$ cat config.mk
export PLATFORM = sky130hd
export DESIGN_NAME = hdr_insert_arbiter
export DESIGN_NICKNAME = d
export VERILOG_FILES = /design/src/rtl/hdr_insert_pkg.sv /design/src/rtl/hdr_insert_arbiter_rr_arbiter.sv /design/src/rtl/hdr_insert_arbiter.sv
export SDC_FILE = /design/constraint.sdc
export NUM_CORES = 1
export LEC_CHECK = 0
export ABC_AREA = 0
export CELL_PAD_IN_SITES_DETAIL_PLACEMENT = 1
export CELL_PAD_IN_SITES_GLOBAL_PLACEMENT = 1
export CORE_AREA = 2 2 157 159
export CTS_CLUSTER_SIZE = 30
export DETAILED_ROUTE_END_ITERATION = 16
export DIE_AREA = 0 0 159 161
export DONT_BUFFER_PORTS = 1
export PLACE_DENSITY = 0.45
export SLEW_MARGIN = 0
export SYNTH_ARGS = -nofsm -noshare
export SYNTH_HDL_FRONTEND = slang
export SYNTH_SLANG_ARGS = --single-unit
$ cat constraint.sdc
create_clock -name clk -period 5.95 [get_ports clk]
set_clock_uncertainty 0.1 [all_clocks]
set_input_delay 0.595 -clock clk [delete_from_list [all_inputs] [get_ports clk]]
set_output_delay 0.595 -clock clk [all_outputs]
set_load 0.01 [all_outputs]
$ cat src/rtl/hdr_insert_pkg.sv
// Shared types and helpers for the header-insert arbiter.
// State encoding plus a constant-safe ceil(log2) helper.
package hdr_insert_pkg;

  typedef enum logic [1:0] {
    IDLE = 2'd0,
    HDR  = 2'd1,
    DATA = 2'd2
  } state_t;

  function automatic int clog2(input int n);
    int r;
    r = 0;
    for (int i = 0; i < 32; i++) begin
      if ((1 << r) < n) r++;
    end
    return r;
  endfunction

endpackage

$ cat src/rtl/hdr_insert_arbiter_rr_arbiter.sv
// Combinational round-robin picker.
// Searches upward from ptr+1 and wraps; the pointer lives in the caller.
module rr_arbiter
  import hdr_insert_pkg::*;
#(
  parameter int NUM_REQ  = 4,
  parameter int GRANT_WD = clog2(NUM_REQ)
) (
  input  logic [NUM_REQ-1:0]  req,
  input  logic [GRANT_WD-1:0] ptr,
  output logic [NUM_REQ-1:0]  gnt,
  output logic [GRANT_WD-1:0] idx
);

  logic                found;
  logic [GRANT_WD-1:0] pos;

  always_comb begin
    gnt   = '0;
    idx   = '0;
    found = 1'b0;
    pos   = '0;
    for (int i = 1; i <= NUM_REQ; i++) begin
      pos = GRANT_WD'((int'(ptr) + i) % NUM_REQ);
      if (!found && req[pos]) begin
        found    = 1'b1;
        gnt[pos] = 1'b1;
        idx      = pos;
      end
    end
  end

endmodule

$ cat src/rtl/hdr_insert_arbiter.sv
// Arbitrates N header+payload streams onto one inserter port.
// A winner owns the output for one header beat then a full payload.
module hdr_insert_arbiter
  import hdr_insert_pkg::*;
#(
  parameter int NUM_REQ      = 4,
  parameter int DATA_WD      = 32,
  parameter int DATA_BYTE_WD = DATA_WD / 8,
  parameter int GRANT_WD     = clog2(NUM_REQ)
) (
  input  logic                            clk,
  input  logic                            rst,
  input  logic [NUM_REQ-1:0]              req_hdr_tvalid,
  output logic [NUM_REQ-1:0]              req_hdr_tready,
  input  logic [NUM_REQ*DATA_WD-1:0]      req_hdr_tdata,
  input  logic [NUM_REQ*DATA_BYTE_WD-1:0] req_hdr_tkeep,
  input  logic [NUM_REQ-1:0]              req_dat_tvalid,
  input  logic [NUM_REQ-1:0]              req_dat_tlast,
  output logic [NUM_REQ-1:0]              req_dat_tready,
  input  logic [NUM_REQ*DATA_WD-1:0]      req_dat_tdata,
  input  logic [NUM_REQ*DATA_BYTE_WD-1:0] req_dat_tkeep,
  output logic                            m_hdr_tvalid,
  output logic [DATA_WD-1:0]              m_hdr_tdata,
  output logic [DATA_BYTE_WD-1:0]         m_hdr_tkeep,
  input  logic                            m_hdr_tready,
  output logic                            m_dat_tvalid,
  output logic [DATA_WD-1:0]              m_dat_tdata,
  output logic [DATA_BYTE_WD-1:0]         m_dat_tkeep,
  output logic                            m_dat_tlast,
  input  logic                            m_dat_tready,
  output logic [GRANT_WD-1:0]             grant_id,
  output logic                            busy,
  output logic [15:0]                     pkt_cnt
);

  state_t              state_q, state_d;
  logic [GRANT_WD-1:0] grant_q, grant_d;
  logic [GRANT_WD-1:0] ptr_q, ptr_d;
  logic [15:0]         pkt_cnt_q;
  logic                cnt_inc;
  logic [NUM_REQ-1:0]  win_oh;
  logic [GRANT_WD-1:0] win_idx;

  logic [DATA_WD-1:0]      hdr_data [NUM_REQ];
  logic [DATA_BYTE_WD-1:0] hdr_keep [NUM_REQ];
  logic [DATA_WD-1:0]      dat_data [NUM_REQ];
  logic [DATA_BYTE_WD-1:0] dat_keep [NUM_REQ];

  for (genvar g = 0; g < NUM_REQ; g++) begin : g_unpack
    assign hdr_data[g] =
      req_hdr_tdata[g*DATA_WD +: DATA_WD];
    assign hdr_keep[g] =
      req_hdr_tkeep[g*DATA_BYTE_WD +: DATA_BYTE_WD];
    assign dat_data[g] =
      req_dat_tdata[g*DATA_WD +: DATA_WD];
    assign dat_keep[g] =
      req_dat_tkeep[g*DATA_BYTE_WD +: DATA_BYTE_WD];
  end

  rr_arbiter #(
    .NUM_REQ  (NUM_REQ),
    .GRANT_WD (GRANT_WD)
  ) u_rr (
    .req (req_hdr_tvalid),
    .ptr (ptr_q),
    .gnt (win_oh),
    .idx (win_idx)
  );

  // Data paths follow the registered owner; only valid/ready are gated.
  assign m_hdr_tdata = hdr_data[grant_q];
  assign m_hdr_tkeep = hdr_keep[grant_q];
  assign m_dat_tdata = dat_data[grant_q];
  assign m_dat_tkeep = dat_keep[grant_q];
  assign m_dat_tlast = req_dat_tlast[grant_q];

  always_comb begin
    state_d        = state_q;
    grant_d        = grant_q;
    ptr_d          = ptr_q;
    cnt_inc        = 1'b0;
    m_hdr_tvalid   = 1'b0;
    m_dat_tvalid   = 1'b0;
    req_hdr_tready = '0;
    req_dat_tready = '0;
    case (state_q)
      IDLE: begin
        if (|win_oh) begin
          state_d = HDR;
          grant_d = win_idx;
          ptr_d   = win_idx;
        end
      end
      HDR: begin
        m_hdr_tvalid            = req_hdr_tvalid[grant_q];
        req_hdr_tready[grant_q] = m_hdr_tready;
        if (m_hdr_tvalid && m_hdr_tready) state_d = DATA;
      end
      DATA: begin
        m_dat_tvalid            = req_dat_tvalid[grant_q];
        req_dat_tready[grant_q] = m_dat_tready;
        if (m_dat_tvalid && m_dat_tready && m_dat_tlast) begin
          state_d = IDLE;
          cnt_inc = 1'b1;
        end
      end
      default: state_d = IDLE;
    endcase
  end

  always_ff @(posedge clk or posedge rst) begin
    if (rst) begin
      state_q <= IDLE;
      grant_q <= '0;
      ptr_q   <= GRANT_WD'(NUM_REQ - 1);
    end else begin
      state_q <= state_d;
      grant_q <= grant_d;
      ptr_q   <= ptr_d;
    end
  end

  always_ff @(posedge clk or posedge rst) begin
    if (rst) pkt_cnt_q <= '0;
    else if (cnt_inc) pkt_cnt_q <= pkt_cnt_q + 16'd1;
  end

  assign grant_id = grant_q;
  assign busy     = (state_q != IDLE);
  assign pkt_cnt  = pkt_cnt_q;

endmodule
After elaboration in Yosys (flattened, before gate mapping)
Index checks and enable logic that the tools add are counted.
W data, S select, Z words.
{ "op_classes": {"add_sub_neg": 5, "multipliers": 0, "div_mod_pow": 0, "n_lt_le_gt_ge": 11, "eq_ne": 5, "n_shift": 0, "mux": 57, "n_bitwise": 6, "reduce_logical": 19} }
{ "ops": {"columns": ["op", "n"], "rows": [
  ["$bmux W32 S2", 2],
  ["$mux W32", 4],
  ["$mux W4", 10],
  ["$mux W1", 19],
  ["$add A16 B1 Y16 const B", 1],
  ["$bmux W4 S2", 2],
  ["$lt A2 B3 Y1 const B", 5],
  ["$bmux W1 S2", 7],
  ["$mux W2", 7],
  ["$or A4 B4 Y4", 3],
  ["$logic_and A1 B1 Y1", 11],
  ["$demux W1 S2", 5],
  ["$ge A2 B1 Y1 const B", 5],
  ["$and A4 B4 Y4", 2],
  ["$ne A2 B2 Y1 const B", 3],
  ["$pmux W2 S3", 1],
  ["$add A2 B1 Y2 const B", 2],
  ["$add A2 B2 Y2 const B", 2],
  ["$reduce_or A4 Y1", 1],
  ["$ge A3 B3 Y1 const B", 1],
  ["$logic_not A1 Y1", 3],
  ["$not A2 Y3", 1],
  ["$reduce_and A3 Y1", 1],
  ["$eq A2 B1 Y1 const B", 1],
  ["other kinds (4)", 4]
]} }
{ "totals": {"regBits": 22, "latchBits": 0, "mem_bits_rw": 0, "mem_bits_ro": 0, "in_bits": 304, "out_inout_bits": 102, "word_cells": 107, "n_memories": 0} }

Longest topological paths before layout
{ "logic_depth": {"word_depth": 16, "depth_mapped": 8, "mapped_depth_nobuf": 7} }

Modules after synthesis
Synthesis repeated with hierarchy kept, for this count alone.
{ "hier_totals": {"hier_cells": 259, "hier_area_um2": 3425.8} }
{ "by_module_without_submodules": {"columns": ["mod", "instances", "cells_each", "area_each_um2", "seq_area_each_um2"], "rows": [
  ["hdr_insert_arbiter", 1, 191, 2880.3, 553.0],
  ["rr_arbiter", 1, 68, 545.5, 0.0]
]} }

Worst setup path before layout
No wires, ideal clock.
{ "synth_timing": {"path_type": "flip-flop to flip-flop", "start": "register ptr_q[0]", "end": "register grant_q[0], in the netlist grant_id[0]", "setup_time_ps": 119, "arrival_time_ps": 2443, "t_required_ps": 5731, "setup_slack_ps": 3288, "path_stages_with_launch": 9, "period_less_slack_ps": 2662, "path_cell_list": "dfstp_2 > buf_4 > inv_1 > ha_1 > mux4_2 > mux2_4 > nor3_4 > o221ai_1 > o21a_1"} }
{ "synth_via": {"elab_chain_len": 15, "elab_cells_between_ends": 54} }
{ "synth_rtl": {"columns": ["element", "line", "source"], "rows": [
  ["from (decl)", "hdr_insert_arbiter.sv:38", "logic [GRANT_WD-1:0] ptr_q, ptr_d;"],
  ["from (signal assigned)", "hdr_insert_arbiter.sv:115", "ptr_q <= GRANT_WD'(NUM_REQ - 1);"],
  ["from (signal assigned)", "hdr_insert_arbiter.sv:119", "ptr_q <= ptr_d;"],
  ["branches (longest 15 deep; another with $lt A2 B3 Y1)", null, null],
  ["to (signal assigned)", "hdr_insert_arbiter.sv:118", "grant_q <= grant_d;"],
  ["to (decl)", "hdr_insert_arbiter.sv:37", "logic [GRANT_WD-1:0] grant_q, grant_d;"]
]} }
Several ways; the timed one is not identified. The select of a mux whose other input is x is not followed.
A chain may end at the register's enable or synchronous reset.

Final worst setup path
{ "layout_timing": {"start": "register grant_q[0], in the netlist grant_id[0]", "end": "output port m_hdr_tdata[13]"} }
{ "layout_via": {"elab_chain_len": 4} }
{ "layout_rtl": {"columns": ["element", "line", "source"], "rows": [
  ["$not A2 Y3 (implied by the code)", "hdr_insert_arbiter.sv:71", "assign m_hdr_tdata = hdr_data[grant_q];"],
  ["$bmux W32 S2", "hdr_insert_arbiter.sv:71", null],
  ["$mux W32 (implied by the code) (2 in a row)", "hdr_insert_arbiter.sv:71", null],
  ["to (decl)", "hdr_insert_arbiter.sv:23", "output logic [DATA_WD-1:0] m_hdr_tdata,"]
]} }
Every way passes these cells. The select of a mux whose other input is x is not followed.

==> metrics.txt <==
run status=completed; first-pass iteration count of the detailed router=4; CP Data Required Time=roughly 5.3 ns; # fillers=2742; cell count after synthesis=around 220; core box area=between 20000 and 25000 um^2; critical path start-end classification=flip-flop to primary output; sequential area share after synthesis=17.3%; number of vias in the routed layout=2567; layout net count=about 520; Setup crit end kind=primary output; remaining design rule violation count=0; Leakage Power=1.18 nW; clock tree from TritonCTS=done; Vias/cell=between 4 and 5; RSZ-0062 raised after global routing=no; Seq cells post-synth=22; count of final hold-check violations=0; number of warnings printed during yosys synthesis=0; Horiz. Die Dim=between 150 and 200 um; setup slack at placement=between 2 and 3 ns; half-perimeter wire length of the detailed placement result=between 15 and 20 mm; DRT Wirelength=18.5 mm; post-route minimum period=between 3 and 4 ns; wire per inst=33.8 um; CP top delay family=buffers and inverters; overflow left after global routing=0; count of clock tree sinks=22; class of the most critical hold timing path=input pin to asynchronous set/reset pin; Least-Margin Pin Slew=0.961 ns; antenna violations before repair=33; tightest hold margin=between 0.3 and 0.4 ns; number of global-route vias before repair=about 2600; remaining antenna violation count=0; startpoint type of the worst setup path=flip-flop; critical path buffer and inverter count=1; Max-Cap Viols=0; initial core utilization=a little over an eighth; crit path cell chain=buf_4, mux4_2; number of levels in the clock H-tree=1; number of endpoints failing setup at the final stage=0; port bufs=0; number of gates resized after cts=0; Total Power=1.73 mW; part of the cycle the worst path needs=between 50% and 60%; top-level port count=about 410; final critical-path setup slack=2.65 ns; Max stage delay cell, worst path=buf_4; vertical extent of the die=approximately 160 um; Std-Cell Rows=57; clock tree root buffer cell=clkbuf_16; layout overhead on the synthesized area=13.8%; delay of the slowest cell on the worst path=about 0.83 ns; Initial DRC Count=149; maximum frequency from static timing analysis=slightly above 300 MHz; clock-pin transition on the worst setup and hold timing paths=0.06 ns; peak supply drop=0.132 mV; cts bufs inserted=3; worst-case reg-to-reg path depth=6; worst-case headroom to the max-slew limit=approximately 36%; setup fix buffers added after clock tree synthesis=0; Crit. path cell count=2; Syn Area/Cell=14.3 um^2; power per standard cell area=approximately 480 nW/um^2; Data arrival, critical path=about 2.6 ns; share of cells above drive strength 1=a little under half; area of the die=25600 um^2; global-route wire length before repair=23.7 mm; Distinct cells, synth=42; total negative slack for setup checks=0 ns; post-cts hold buffer count=0; worst reg2reg setup slack=a little under 3 ns; Slew Limit Fails=0; Critical Path Fanout Max=54; overall global routing resource usage=between 10% and 20%; largest net degree at the start of global routing=55; global placement routability congestion=between 0.8 and 0.9; deepest clock path buffer count=2; Net Count, Synth=around 540; netlist area before placement=between 3000 and 4000 um^2; Skew-Pair Late Insertion Delay=0.25 ns
flip-flops by register name, indices dropped and copies added (netlist names):
signal,flops
state_q,2
ptr_q,2
pkt_cnt,16
grant_id,2
final cells by class:
cell class                      instances  area [um^2]  share of cell area [%]
Sequential cell                        22          561                    15.4
Multi-Input combinational cell        175         2510                    69.0
Inverter                                5         18.8                   0.515
Antenna cell                           16         40.0                    1.10
Clock buffer                            4         88.8                    2.44
Tap cell                              324          405                    11.1
Timing Repair Buffer                    2         15.0                   0.412
worst paths after layout:
kind	startpoint	to
hold reg to reg	pkt_cnt[7]$_DFFE_PP0P_	pkt_cnt[7]$_DFFE_PP0P_
max in group asynchronous	rst	grant_id[0]$_DFFE_PP0P_
setup / recovery	grant_id[0]$_DFFE_PP0P_	m_hdr_tdata[13]
setup reg to reg	grant_id[1]$_DFFE_PP0P_	pkt_cnt[13]$_DFFE_PP0P_
min in group clk	pkt_cnt[7]$_DFFE_PP0P_	pkt_cnt[7]$_DFFE_PP0P_
hold / removal	rst	grant_id[1]$_DFFE_PP0P_
report_power, final:
part | internal (mW) | leakage (nW) | switching (mW) | total [mW]
combinational | 0.617 | 0.849 | 0.622 | 1.24
clock | 0.103 | 0.0443 | 0.0537 | 0.156
sequential | 0.186 | 0.283 | 0.152 | 0.338
total | 0.905 | 1.18 | 0.828 | 1.73
logic make-up after synthesis:
kind of cell,count (synthesis),synth area share [%]
AO/OA/AOI/OAI,12,2.66
XOR/XNOR,15,4.11
adder cells (fa/ha/maj),9,3.52
buffers and inverters,26,4.18
flip-flops,22,17.3
multiplexers,85,57.8
AND/OR/NAND/NOR,54,10.5
metrics by stage:
step | cells | cell area, um^2 | util, %
5_1_grt | 541 | 3620 | 15.1
3_3_place_gp | 528 | 3510 | 14.7
3_5_place_dp | 528 | 3510 | 14.7
4_1_cts | 532 | 3600 | 15.0
6_report | 548 | 3640 | 15.2
2_1_floorplan | 223 | 3200 | -
Yosys cell counts:
cell	n	share of area, %
nor3b_2	1	0.39
buf_1	1	0.12
xor2_1	4	1.1
nand4_1	3	0.59
and2_1	1	0.20
nand3b_1	2	0.47
mux2_2	3	1.1
and3_4	1	0.35
nor3_4	1	0.51
nor3_1	6	0.94
and4_1	1	0.27
xnor2_1	11	3.0
nor3b_1	5	1.2
dfstp_2	2	1.6
nand3_1	9	1.4
ha_1	9	3.5
a21oi_1	1	0.16
and3b_1	4	1.1
or2_2	1	0.20
mux2i_1	2	0.63
nand2_1	8	0.94
a31oi_1	1	0.20
inv_1	5	0.59
nor4_1	2	0.39
mux4_2	79	56
a21boi_0	1	0.23
mux2_4	1	0.47
buf_2	8	1.3
nor4_2	1	0.39
clkbuf_1	8	0.94
o221ai_1	1	0.27
and3_1	2	0.39
buf_4	1	0.23
nand2b_1	1	0.20
o21bai_1	1	0.23
o21ai_0	1	0.16
o21a_1	4	0.94
dfrtp_1	20	16
o211ai_1	1	0.23
nor2_1	5	0.59
a211oi_1	1	0.23
buf_6	3	1.1
layer usage:
layer,global-route usage [%],vias up,wire length [um]
li1,-,949,-
met2,20.0,235,8370
met1,15.2,1315,6710
met3,9.37,42,2880
met5,0,-,179
met4,3.02,26,404
cell usage in the layout (no fill, tap or decap), drive strengths merged:
cell type / n
a31oi: 1
dfstp: 2
mux4: 79
a21boi: 1
or2: 1
and3b: 4
nand3b: 2
o21ai: 1
nor3: 7
and3: 3
nor3b: 6
xor2: 4
mux2i: 2
o221ai: 1
and4: 1
nand4: 3
nor4: 3
nand2b: 1
inv: 5
nor2: 5
clkbuf: 4
nand3: 9
mux2: 4
o211ai: 1
diode: 16
o21bai: 1
buf: 2
xnor2: 11
a211oi: 1
o21a: 4
nand2: 8
ha: 9
and2: 1
a21oi: 1
dfrtp: 20
Note: power is estimated with default switching activity, not from simulation.
